## config.mk

```make
export PLATFORM = sky130hd
export DESIGN_NAME = dma_controller_flat
export DESIGN_NICKNAME = d
export VERILOG_FILES = /design/src/rtl/dma_pkg.sv /design/src/rtl/dma_if.sv /design/src/rtl/dma_channel_regs.sv /design/src/rtl/dma_controller.sv /design/src/flat_wrapper.sv
export SDC_FILE = /design/constraint.sdc
export NUM_CORES = 1
export LEC_CHECK = 0
export ABC_CLOCK_PERIOD_IN_PS = 2850
export CORE_MARGIN = 5
export CORE_UTILIZATION = 55
export DETAILED_ROUTE_END_ITERATION = 8
export HOLD_SLACK_MARGIN = 0.06
export MAX_ROUTING_LAYER = met4
export PLACE_DENSITY = 0.8
export SYNTH_ARGS = -nofsm -noshare
export SYNTH_HDL_FRONTEND = slang
export SYNTH_SLANG_ARGS = --single-unit
```

## constraint.sdc

```tcl
create_clock -name CLK -period 2.85 [get_ports CLK]
set_clock_uncertainty 0.2 [all_clocks]
set_input_delay 0.57 -clock CLK [delete_from_list [all_inputs] [get_ports CLK]]
set_output_delay 0.57 -clock CLK [all_outputs]
set_load 0.01 [all_outputs]
```

## src/rtl/dma_pkg.sv

```systemverilog
// Shared types and constants for the two-channel fly-by DMA controller.
package dma_pkg;

  typedef enum logic [2:0] {IDLE, REQ, S1, S2, S3} state_e;

  typedef logic ch_t;

  localparam logic DIR_IO2MEM = 1'b0;
  localparam logic DIR_MEM2IO = 1'b1;

  // Strobe vector order: {IOR, IOW, MEMR, MEMW}
  localparam logic [3:0] STRB_IO2MEM = 4'b1001;
  localparam logic [3:0] STRB_MEM2IO = 4'b0110;

  function automatic logic [1:0] ch_onehot(input ch_t c);
    return c ? 2'b10 : 2'b01;
  endfunction

endpackage

```

## src/rtl/dma_if.sv

```systemverilog
// CPU configuration port plus the shared-bus handshake and strobe signals of the DMA.
interface dma_if #(
  parameter int ADDR_W = 10,
  parameter int CNT_W  = 10
);
  import dma_pkg::*;

  logic              cfg_we;
  ch_t               cfg_ch;
  logic [ADDR_W-1:0] cfg_dram_addr;
  logic [ADDR_W-1:0] cfg_io_addr;
  logic [CNT_W-1:0]  cfg_count;
  logic              cfg_dir;
  logic [1:0]        clr_tc;
  logic [1:0]        DREQ;
  logic              HLDA;

  logic              HRQ;
  logic [1:0]        DACK;
  logic              IOR, IOW, MEMR, MEMW;
  logic [ADDR_W-1:0] mem_addr;
  logic [ADDR_W-1:0] io_addr;
  logic              EOP_n;
  logic [1:0]        busy;
  logic [1:0]        tc;

  modport slave (
    input  cfg_we, cfg_ch, cfg_dram_addr, cfg_io_addr, cfg_count, cfg_dir,
           clr_tc, DREQ, HLDA,
    output HRQ, DACK, IOR, IOW, MEMR, MEMW, mem_addr, io_addr, EOP_n, busy, tc
  );

  modport master (
    output cfg_we, cfg_ch, cfg_dram_addr, cfg_io_addr, cfg_count, cfg_dir,
           clr_tc, DREQ, HLDA,
    input  HRQ, DACK, IOR, IOW, MEMR, MEMW, mem_addr, io_addr, EOP_n, busy, tc
  );

endinterface

```

## src/rtl/dma_channel_regs.sv

```systemverilog
// Per-channel address/count/direction state with busy and sticky terminal-count flags.
module dma_channel_regs
  import dma_pkg::*;
#(
  parameter int ADDR_W = 10,
  parameter int CNT_W  = 10
) (
  input  logic              clk,
  input  logic              rst,
  input  logic              load_i,
  input  logic [ADDR_W-1:0] dram_i,
  input  logic [ADDR_W-1:0] io_i,
  input  logic [CNT_W-1:0]  count_i,
  input  logic              dir_i,
  input  logic              step_i,
  input  logic              clr_tc_i,
  output logic [ADDR_W-1:0] dram_addr_o,
  output logic [ADDR_W-1:0] io_addr_o,
  output logic              dir_o,
  output logic              busy_o,
  output logic              tc_o,
  output logic              last_o
);

  logic [ADDR_W-1:0] dram_q, dram_d, io_q, io_d;
  logic [CNT_W-1:0]  count_q, count_d;
  logic              dir_q, dir_d, busy_q, busy_d, tc_q, tc_d;

  assign last_o = (count_q == CNT_W'(1));

  always_comb begin
    dram_d  = dram_q;
    io_d    = io_q;
    count_d = count_q;
    dir_d   = dir_q;
    busy_d  = busy_q;
    if (load_i) begin
      dram_d  = dram_i;
      io_d    = io_i;
      count_d = count_i;
      dir_d   = dir_i;
      busy_d  = (count_i != '0);
    end else if (step_i) begin
      // Addresses wrap naturally at 2^ADDR_W
      dram_d  = dram_q + ADDR_W'(1);
      io_d    = io_q + ADDR_W'(1);
      count_d = count_q - CNT_W'(1);
      if (last_o) busy_d = 1'b0;
    end
    // A terminal count landing with a clear keeps the flag set
    tc_d = tc_q;
    if (step_i && last_o) tc_d = 1'b1;
    else if (clr_tc_i)    tc_d = 1'b0;
  end

  always_ff @(posedge clk) begin
    if (rst) begin
      dram_q  <= '0;
      io_q    <= '0;
      count_q <= '0;
      dir_q   <= DIR_IO2MEM;
      busy_q  <= 1'b0;
      tc_q    <= 1'b0;
    end else begin
      dram_q  <= dram_d;
      io_q    <= io_d;
      count_q <= count_d;
      dir_q   <= dir_d;
      busy_q  <= busy_d;
      tc_q    <= tc_d;
    end
  end

  assign dram_addr_o = dram_q;
  assign io_addr_o   = io_q;
  assign dir_o       = dir_q;
  assign busy_o      = busy_q;
  assign tc_o        = tc_q;

endmodule

```

## src/rtl/dma_controller.sv

```systemverilog
// Two-channel fly-by DMA: fixed-priority arbiter and bus sequencer with registered outputs.
module dma_controller
  import dma_pkg::*;
#(
  parameter int ADDR_W     = 10,
  parameter int CNT_W      = 10,
  parameter int STROBE_CYC = 1
) (
  input logic  CLK,
  input logic  RST,
  dma_if.slave bus
);

  localparam int SCW = (STROBE_CYC > 1) ? $clog2(STROBE_CYC) : 1;
  localparam logic [SCW-1:0] SC_LAST = SCW'(STROBE_CYC - 1);

  state_e            state_q;
  ch_t               ch_q;
  logic              hrq_q, eop_n_q;
  logic [1:0]        dack_q;
  logic [3:0]        strb_q;
  logic [ADDR_W-1:0] mem_addr_q, io_addr_q;
  logic [SCW-1:0]    scnt_q;

  logic [1:0][ADDR_W-1:0] ch_dram, ch_io;
  logic [1:0]             ch_dir, ch_busy, ch_tc, ch_last, ch_load, ch_step;
  logic [1:0]             req;
  logic                   strobe_last;

  for (genvar c = 0; c < 2; c++) begin : g_ch
    dma_channel_regs #(.ADDR_W(ADDR_W), .CNT_W(CNT_W)) u_regs (
      .clk         (CLK),
      .rst         (RST),
      .load_i      (ch_load[c]),
      .dram_i      (bus.cfg_dram_addr),
      .io_i        (bus.cfg_io_addr),
      .count_i     (bus.cfg_count),
      .dir_i       (bus.cfg_dir),
      .step_i      (ch_step[c]),
      .clr_tc_i    (bus.clr_tc[c]),
      .dram_addr_o (ch_dram[c]),
      .io_addr_o   (ch_io[c]),
      .dir_o       (ch_dir[c]),
      .busy_o      (ch_busy[c]),
      .tc_o        (ch_tc[c]),
      .last_o      (ch_last[c])
    );
  end

  assign req         = ch_busy & bus.DREQ;
  assign strobe_last = (scnt_q == SC_LAST);

  always_comb begin
    ch_load = '0;
    ch_step = '0;
    // Armed channels and the bus owner are locked against reprogramming
    for (int c = 0; c < 2; c++) begin
      ch_load[c] = bus.cfg_we && (bus.cfg_ch == ch_t'(c)) && !ch_busy[c] &&
                   !((state_q != IDLE) && (ch_q == ch_t'(c)));
    end
    ch_step[ch_q] = (state_q == S2) && strobe_last && bus.HLDA;
  end

  always_ff @(posedge CLK) begin
    if (RST) begin
      state_q    <= IDLE;
      ch_q       <= '0;
      hrq_q      <= 1'b0;
      dack_q     <= '0;
      strb_q     <= '0;
      mem_addr_q <= '0;
      io_addr_q  <= '0;
      eop_n_q    <= 1'b1;
      scnt_q     <= '0;
    end else begin
      eop_n_q <= 1'b1;
      unique case (state_q)
        IDLE: if (|req) begin
          ch_q    <= ch_t'(!req[0]);
          hrq_q   <= 1'b1;
          state_q <= REQ;
        end
        REQ: if (bus.HLDA) begin
          state_q    <= S1;
          dack_q     <= ch_onehot(ch_q);
          mem_addr_q <= ch_dram[ch_q];
          io_addr_q  <= ch_io[ch_q];
        end
        S1: if (!bus.HLDA) begin
          dack_q  <= '0;
          state_q <= REQ;
        end else begin
          state_q <= S2;
          scnt_q  <= '0;
          strb_q  <= (ch_dir[ch_q] == DIR_IO2MEM) ? STRB_IO2MEM : STRB_MEM2IO;
        end
        S2: if (!bus.HLDA) begin
          // Grant lost: drop the word, keep requesting, retry after re-grant
          strb_q  <= '0;
          dack_q  <= '0;
          state_q <= REQ;
        end else if (strobe_last) begin
          strb_q  <= '0;
          eop_n_q <= !ch_last[ch_q];
          state_q <= S3;
        end else begin
          scnt_q <= scnt_q + SCW'(1);
        end
        S3: if (ch_busy[ch_q] && bus.DREQ[ch_q] && bus.HLDA) begin
          state_q    <= S1;
          mem_addr_q <= ch_dram[ch_q];
          io_addr_q  <= ch_io[ch_q];
        end else begin
          state_q <= IDLE;
          hrq_q   <= 1'b0;
          dack_q  <= '0;
        end
        default: state_q <= IDLE;
      endcase
    end
  end

  assign bus.HRQ      = hrq_q;
  assign bus.DACK     = dack_q;
  assign bus.IOR      = strb_q[3];
  assign bus.IOW      = strb_q[2];
  assign bus.MEMR     = strb_q[1];
  assign bus.MEMW     = strb_q[0];
  assign bus.mem_addr = mem_addr_q;
  assign bus.io_addr  = io_addr_q;
  assign bus.EOP_n    = eop_n_q;
  assign bus.busy     = ch_busy;
  assign bus.tc       = ch_tc;

endmodule

```

## src/flat_wrapper.sv

```systemverilog
// flat-port wrapper written by rule: the top's interface ports become plain ports
module dma_controller_flat import dma_pkg::*;
#(
  parameter int ADDR_W     = 10,
  parameter int CNT_W      = 10,
  parameter int STROBE_CYC = 1
)
  (CLK, RST, bus_cfg_we, bus_cfg_ch, bus_cfg_dram_addr, bus_cfg_io_addr, bus_cfg_count, bus_cfg_dir, bus_clr_tc, bus_DREQ, bus_HLDA, bus_HRQ, bus_DACK, bus_IOR, bus_IOW, bus_MEMR, bus_MEMW, bus_mem_addr, bus_io_addr, bus_EOP_n, bus_busy, bus_tc);
  dma_if #(.ADDR_W(ADDR_W), .CNT_W(CNT_W)) bus_i ();
  input logic CLK;
  input logic RST;
  input wire logic [$bits(bus_i.cfg_we)-1:0] bus_cfg_we;
  input wire logic [$bits(bus_i.cfg_ch)-1:0] bus_cfg_ch;
  input wire logic [$bits(bus_i.cfg_dram_addr)-1:0] bus_cfg_dram_addr;
  input wire logic [$bits(bus_i.cfg_io_addr)-1:0] bus_cfg_io_addr;
  input wire logic [$bits(bus_i.cfg_count)-1:0] bus_cfg_count;
  input wire logic [$bits(bus_i.cfg_dir)-1:0] bus_cfg_dir;
  input wire logic [$bits(bus_i.clr_tc)-1:0] bus_clr_tc;
  input wire logic [$bits(bus_i.DREQ)-1:0] bus_DREQ;
  input wire logic [$bits(bus_i.HLDA)-1:0] bus_HLDA;
  output wire logic [$bits(bus_i.HRQ)-1:0] bus_HRQ;
  output wire logic [$bits(bus_i.DACK)-1:0] bus_DACK;
  output wire logic [$bits(bus_i.IOR)-1:0] bus_IOR;
  output wire logic [$bits(bus_i.IOW)-1:0] bus_IOW;
  output wire logic [$bits(bus_i.MEMR)-1:0] bus_MEMR;
  output wire logic [$bits(bus_i.MEMW)-1:0] bus_MEMW;
  output wire logic [$bits(bus_i.mem_addr)-1:0] bus_mem_addr;
  output wire logic [$bits(bus_i.io_addr)-1:0] bus_io_addr;
  output wire logic [$bits(bus_i.EOP_n)-1:0] bus_EOP_n;
  output wire logic [$bits(bus_i.busy)-1:0] bus_busy;
  output wire logic [$bits(bus_i.tc)-1:0] bus_tc;
  assign bus_i.cfg_we = bus_cfg_we;
  assign bus_i.cfg_ch = bus_cfg_ch;
  assign bus_i.cfg_dram_addr = bus_cfg_dram_addr;
  assign bus_i.cfg_io_addr = bus_cfg_io_addr;
  assign bus_i.cfg_count = bus_cfg_count;
  assign bus_i.cfg_dir = bus_cfg_dir;
  assign bus_i.clr_tc = bus_clr_tc;
  assign bus_i.DREQ = bus_DREQ;
  assign bus_i.HLDA = bus_HLDA;
  assign bus_HRQ = bus_i.HRQ;
  assign bus_DACK = bus_i.DACK;
  assign bus_IOR = bus_i.IOR;
  assign bus_IOW = bus_i.IOW;
  assign bus_MEMR = bus_i.MEMR;
  assign bus_MEMW = bus_i.MEMW;
  assign bus_mem_addr = bus_i.mem_addr;
  assign bus_io_addr = bus_i.io_addr;
  assign bus_EOP_n = bus_i.EOP_n;
  assign bus_busy = bus_i.busy;
  assign bus_tc = bus_i.tc;
  dma_controller #(.ADDR_W(ADDR_W), .CNT_W(CNT_W), .STROBE_CYC(STROBE_CYC)) u_core (.CLK(CLK), .RST(RST), .bus(bus_i));
endmodule
```

==> Word-level counts from Yosys, hierarchy flattened <==
Index checks and enable logic that the tools add are counted.
{ "word_totals": {"output_inout_bits": 32, "in_bits": 40, "regBits": 99} }
{ "op_classes": {"eq_ne": 14, "n_addsub": 7, "magnitude_cmp": 2, "reduce_logical": 46, "muxes": 66, "bitwise": 7} }
{ "ops": {"columns": ["op", "count"], "rows": [
  ["$mux 10", 20],
  ["$add 10x1->10 const B", 4],
  ["$pmux 10 s2", 2],
  ["$mux 1", 24],
  ["$eq 10x1->1 const B", 2],
  ["$sub 10x1->10 const B", 2],
  ["$reduce_bool 2->1", 9],
  ["$mux 4", 4],
  ["$logic_and 1x1->1", 15],
  ["$pmux 3 s5", 1],
  ["$reduce_and 3->1", 5],
  ["$mux 2", 6],
  ["$mux 3", 4],
  ["$ne 2x2->1 const B", 5],
  ["$reduce_bool 10->1", 1],
  ["$pmux 4 s2", 1],
  ["$eq 3x2->1 const B", 2],
  ["$logic_not 1->1", 6],
  ["$pmux 2 s3", 1],
  ["$reduce_and 2->1", 3],
  ["$reduce_bool 3->1", 2],
  ["$not 1->1", 5],
  ["$and 2x2->2", 2],
  ["$ne 2x1->1 const B", 2],
  ["other kinds (12)", 14]
]} }

==> Longest topological paths before layout <==
{ "logic_depth": {"ltp_word": 7, "mapped_depth": 7, "depth_no_buf": 5} }

==> Cells and area by module <==
Synthesis repeated with hierarchy kept, for this count alone.
{ "unflattened": {"cells_unflattened": 607, "hier_area_um2": 5303.8} }
{ "modules_own_cells": {"columns": ["module", "area_per_inst_um2", "instances", "cells_each"], "rows": [
  ["dma_channel_regs at u_core.g_ch[1].u_regs", 1780.5, 1, 214],
  ["dma_channel_regs at u_core.g_ch[0].u_regs", 1775.5, 1, 214],
  ["dma_controller", 1747.9, 1, 179]
]} }

==> Least setup slack after synthesis <==
OpenSTA, ideal clock, no wires.
{ "synth_path": {"path_kind": "register -> register", "from": "register u_core.g_ch[1].u_regs.count_q[3]", "to": "register u_core.eop_n_q (netlist: u_core.bus.EOP_n)", "period_less_slack_ps": 2173, "t_required_ps": 2536, "arrival_time_ps": 1859, "setup_slack_ps": 677, "n_path_buf": 0, "stages_incl_launch_ff": 5, "path_cell_list": "dfxtp_1 or4_4 or3_4 or4_4 a21o_1"} }
{ "synth_between": {"elab_chain_len": 4} }
{ "synth_rtl": {"columns": ["element", "line", "text"], "rows": [
  ["start, declared", "dma_channel_regs.sv:26", "logic [CNT_W-1:0] count_q, count_d;"],
  ["start signal, assigned", "dma_channel_regs.sv:67", "count_q <= count_d;"],
  ["$eq 10x1->1", "dma_channel_regs.sv:29", "assign last_o = (count_q == CNT_W'(1));"],
  ["$mux 1 (not written as such) (2 in a row)", "dma_controller.sv:104", "eop_n_q <= !ch_last[ch_q];"],
  ["$logic_not 1->1", "dma_controller.sv:104", null],
  ["end signal, assigned", "dma_controller.sv:104", null],
  ["end, declared", "dma_controller.sv:19", "logic hrq_q, eop_n_q;"]
]} }
No other way between the ends. The select of a mux whose other input is x is not followed.
A chain may end at the register's enable or synchronous reset.

==> Final worst setup path <==
{ "layout_path": {"from": "input port bus_HLDA", "to": "register u_core.g_ch[1].u_regs.dram_q[9]"} }
{ "layout_between": {"elab_chain_len": 3} }
{ "layout_rtl": {"columns": ["element", "line", "text"], "rows": [
  ["start, declared", "flat_wrapper.sv:20", "input wire logic [$bits(bus_i.HLDA)-1:0] bus_HLDA;"],
  ["$logic_and 1x1->1", "dma_controller.sv:61", "ch_step[ch_q] = (state_q == S2) && strobe_last && bus.HLDA;"],
  ["$and 2x2->2 (no line)", null, null],
  ["$reduce_bool 2->1 (no line)", null, null],
  ["end signal, assigned", "dma_channel_regs.sv:65", "dram_q <= dram_d;"],
  ["end, declared", "dma_channel_regs.sv:25", "logic [ADDR_W-1:0] dram_q, dram_d, io_q, io_d;"]
]} }
No other way between the ends.

==> flow_summary_export.csv <==
group,metric,value,unit
run_status,outcome,"complete, no violations",
cts,cts_resized,0,
detailed_routing,dr.pass1.iters,5,
logic_synthesis,synth-seq-cells,96,
pwr,netSwitchingPower,0.852,mW
worst_hold_path,hold_path_class,"reg -> reg",
pwr,seq_power_share,48.0,%
pwr,p_leak,2.15,nW
cts,clk_pin_slew,0.10,ns
die,die_h,107,µm
finish,antenna_cells,0,
grt,grt_pass1_wl,23200,µm
timing,finalSetupTns,0,ns
timing,finalSetupViolations,0,
logic_synthesis,synth-xor-area-share,1.35,%
finish,final_cell_mix,"dfxtp_1 (95), clkdlybuf4s50_1 (70), nand2_1 (65)",
cts,h-tree-depth,3,
pwr,peakVddDrop,0.266,mV
logic_synthesis,syn_inst,628,
logic_synthesis,synth_edf_count,0,
finish,fillCellCount,759,
detailed_routing,wire_per_inst,17.3,µm
worst_setup_path,critPathTopFamily,"simple AND/OR/NAND/NOR gates",
timing,hold_viol,0,
die,initial_core_util,56.3,%
worst_setup_path,cp_slowest_cell,"clkdlybuf4s50_1",
detailed_routing,ant_nets,0,
die,coreArea,9200,µm²
cts,clockBufferDepth,2,
cts,cts_root_buf,"clkbuf_8",
worst_setup_path,path_class,"in -> reg",
detailed_routing,finalWirelength,13900,µm
worst_setup_path,worst-endpoint-required,2.93,ns
finish,final_area,6290,µm²
die,io_pins,72,
logic_synthesis,synth_area_per_cell,8.24,µm²
pwr,power,3.14,mW
grt,antenna_found_initial,0,
pwr,swShare,27.1,%
logic_synthesis,syn_area,5170,µm²
detailed_routing,via_count,5056,
die,dieArea,11400,µm²
logic_synthesis,synth_top_family_by_area,"compound AO/OA/AOI/OAI gates",
grt,grt_pass1_vias,4798,
grt,grt_overflow,0,
pwr,pwr_density_cell,500,nW/µm²
detailed_routing,drtIter0Drc,367,
cts,cts_hold_buf,0,
cts,tritoncts,"done",
logic_synthesis,synth_cell_types,57,
cts,cts_num_sinks,96,
finish,nets,737,
placed_design,place_area,6040,µm²
timing,maxSlewHeadroom,45.9,%
cts,clock_latency,0.36,ns
placed_design,place_congestion,0.915,
finish,regArea,1920,µm²
placed_design,io_buffers,71,
logic_synthesis,ys.flop_type,"dfxtp_1",
finish,drive_above_1_share,7.79,%
logic_synthesis,yosys.area_share.adder,1.93,%
logic_synthesis,synth_compound_area_share,25.2,%
run,max-cap-violations,0,
worst_setup_path,critPathLaunchType,"primary input",
detailed_routing,drc,0,
pwr,intPower,2.29,mW
grt,grt_use_total,25.2,%
pwr,power.share.clock,34.4,%
timing,period_needed,2.49,ns
timing,rsz0062_at_grt,"no",
worst_setup_path,cp-end-kind,"flip-flop",
pwr,pwr-share-comb,17.6,%
timing,fmax,0.402,GHz
logic_synthesis,synth-simple-area-share,24.5,%
logic_synthesis,synth_nets,676,
timing,worst_pin_slew,0.809,ns
die,die_w,107,µm
logic_synthesis,async_reset_ff_share,0,%
worst_setup_path,crit_buf_inv,2,
finish,final_common_cell,"dfxtp_1",
die,fp-row-count,35,
cts,numCtsBuffers,9,
timing,finalCritPeriodShare,87.4,%
timing,drv_slew,0,
logic_synthesis,synth-seq-area-share,37.1,%
finish,multi_input_area,2990,µm²
worst_setup_path,cp.arrival,2.57,ns
cts,post_cts_buffers,0,
worst_setup_path,slowest_delay,0.52,ns
grt,grt_max_degree,73,
detailed_routing,via_per_inst,6.29,
logic_synthesis,yosys_warnings,0,
worst_setup_path,crit_chain,"clkdlybuf4s50_1 > nand4b_1 > buf_4 > or3_1 > or4_1 > a31oi_1",
logic_synthesis,synth_mux_area_share,4.86,%
finish,syn2layout_area_growth,21.5,%
worst_setup_path,path_max_fanout,12,
placed_design,hpwl,9950,µm
==> cell usage after synthesis, types with 9 or more instances <==
cell type,instances,area (µm²)
nand3_1,27,135
nor2_1,27,101
o211ai_1,19,143
or3_1,23,144
dfxtp_1,96,1920
a31oi_1,27,169
nor3_1,10,50.1
mux2i_1,24,240
inv_1,11,41.3
a21oi_1,30,150
clkbuf_1,35,131
a211oi_1,33,248
nand2b_1,45,282
nand2_1,65,244
o21ai_0,31,155
a2bb2oi_1,9,78.8
==> per-stage QoR <==
step	hold slack, ns	instances	util, %	worst slack [ns]
finish	0.265	804	68.4	0.360
global route	0.301	804	68.4	0.279
detailed placement	0.258	789	65.7	0.0107
global placement	0.244	789	65.7	0.0318
CTS	0.273	804	68.4	0.386
floorplan	0.236	628	-	0.677
==> logic make-up (layout without fill, tap and decap cells) <==
logic type | count (synthesis) | count (layout)
buf+inv | 61 | 126
mux | 25 | 25
fa+ha+maj | 8 | 8
xor+xnor | 8 | 8
compound gates | 192 | 192
simple gates | 238 | 238
flops | 96 | 96
==> final timing paths <==
check / startpoint / endpoint / slack, ns / cells past startpoint
setup reg to reg: u_core.g_ch[1].u_regs.count_q[3] / u_core.bus.EOP_n / 0.54 / 4
hold reg to reg: u_core.bus.DACK[1] / u_core.bus.DACK[1] / 0.26 / 2
setup / recovery: bus_HLDA / u_core.g_ch[1].u_regs.dram_addr_o[9] / 0.36 / 6
hold / removal: u_core.bus.DACK[1] / u_core.bus.DACK[1] / 0.26 / 2
==> state kept, by name, indices dropped and copies added (netlist names) <==
register                        flops
u_core.strb_q                       2
u_core.bus.DACK                     2
u_core.g_ch.u_regs.io_addr_o       20
u_core.bus.mem_addr                10
u_core.bus.EOP_n                    1
u_core.g_ch.u_regs.count_q         20
u_core.bus.io_addr                 10
u_core.ch_q                         1
u_core.g_ch.u_regs.busy_o           2
u_core.g_ch.u_regs.tc_o             2
u_core.g_ch.u_regs.dir_o            2
u_core.state_q                      3
u_core.g_ch.u_regs.dram_addr_o     20
u_core.bus.HRQ                      1
==> power groups by stage <==
stage | registers (mW) | clock network (mW) | logic [mW]
global placement | 1.53 | 0 | 0.532
finish | 1.51 | 1.08 | 0.552
global route | 1.52 | 1.16 | 0.606
detailed placement | 1.54 | 0 | 0.547
CTS | 1.51 | 1.09 | 0.549
floorplan | 1.52 | 0 | 0.339
==> worst reg2reg max path: cells and delay by family (launching register included) <==
| family | cells | cell delay [ns] |
|---|---|---|
| DFF | 1 | 0.37 |
| AOI/OAI and AO/OA | 1 | 0.17 |
| and+or+nand+nor | 3 | 1.47 |
==> cell type report <==
| class | count | area share, % |
|---|---|---|
| Timing Repair Buffer | 100 | 15.1 |
| Inverter | 11 | 0.657 |
| Clock inverter | 5 | 1.65 |
| Sequential cell | 96 | 30.6 |
| Tap cell | 111 | 2.21 |
| Multi-Input combinational cell | 471 | 47.6 |
| Clock buffer | 10 | 2.19 |
==> per-layer routing <==
metal	vias to the layer above	track usage, %	routed length, µm
met5	-	-	0
met1	2368	33.9	6150
met4	0	7.31	132
met2	212	40.1	6700
met3	15	2.95	933
li1	2461	-	-
No activity file was read; power rests on OpenSTA's default activity.
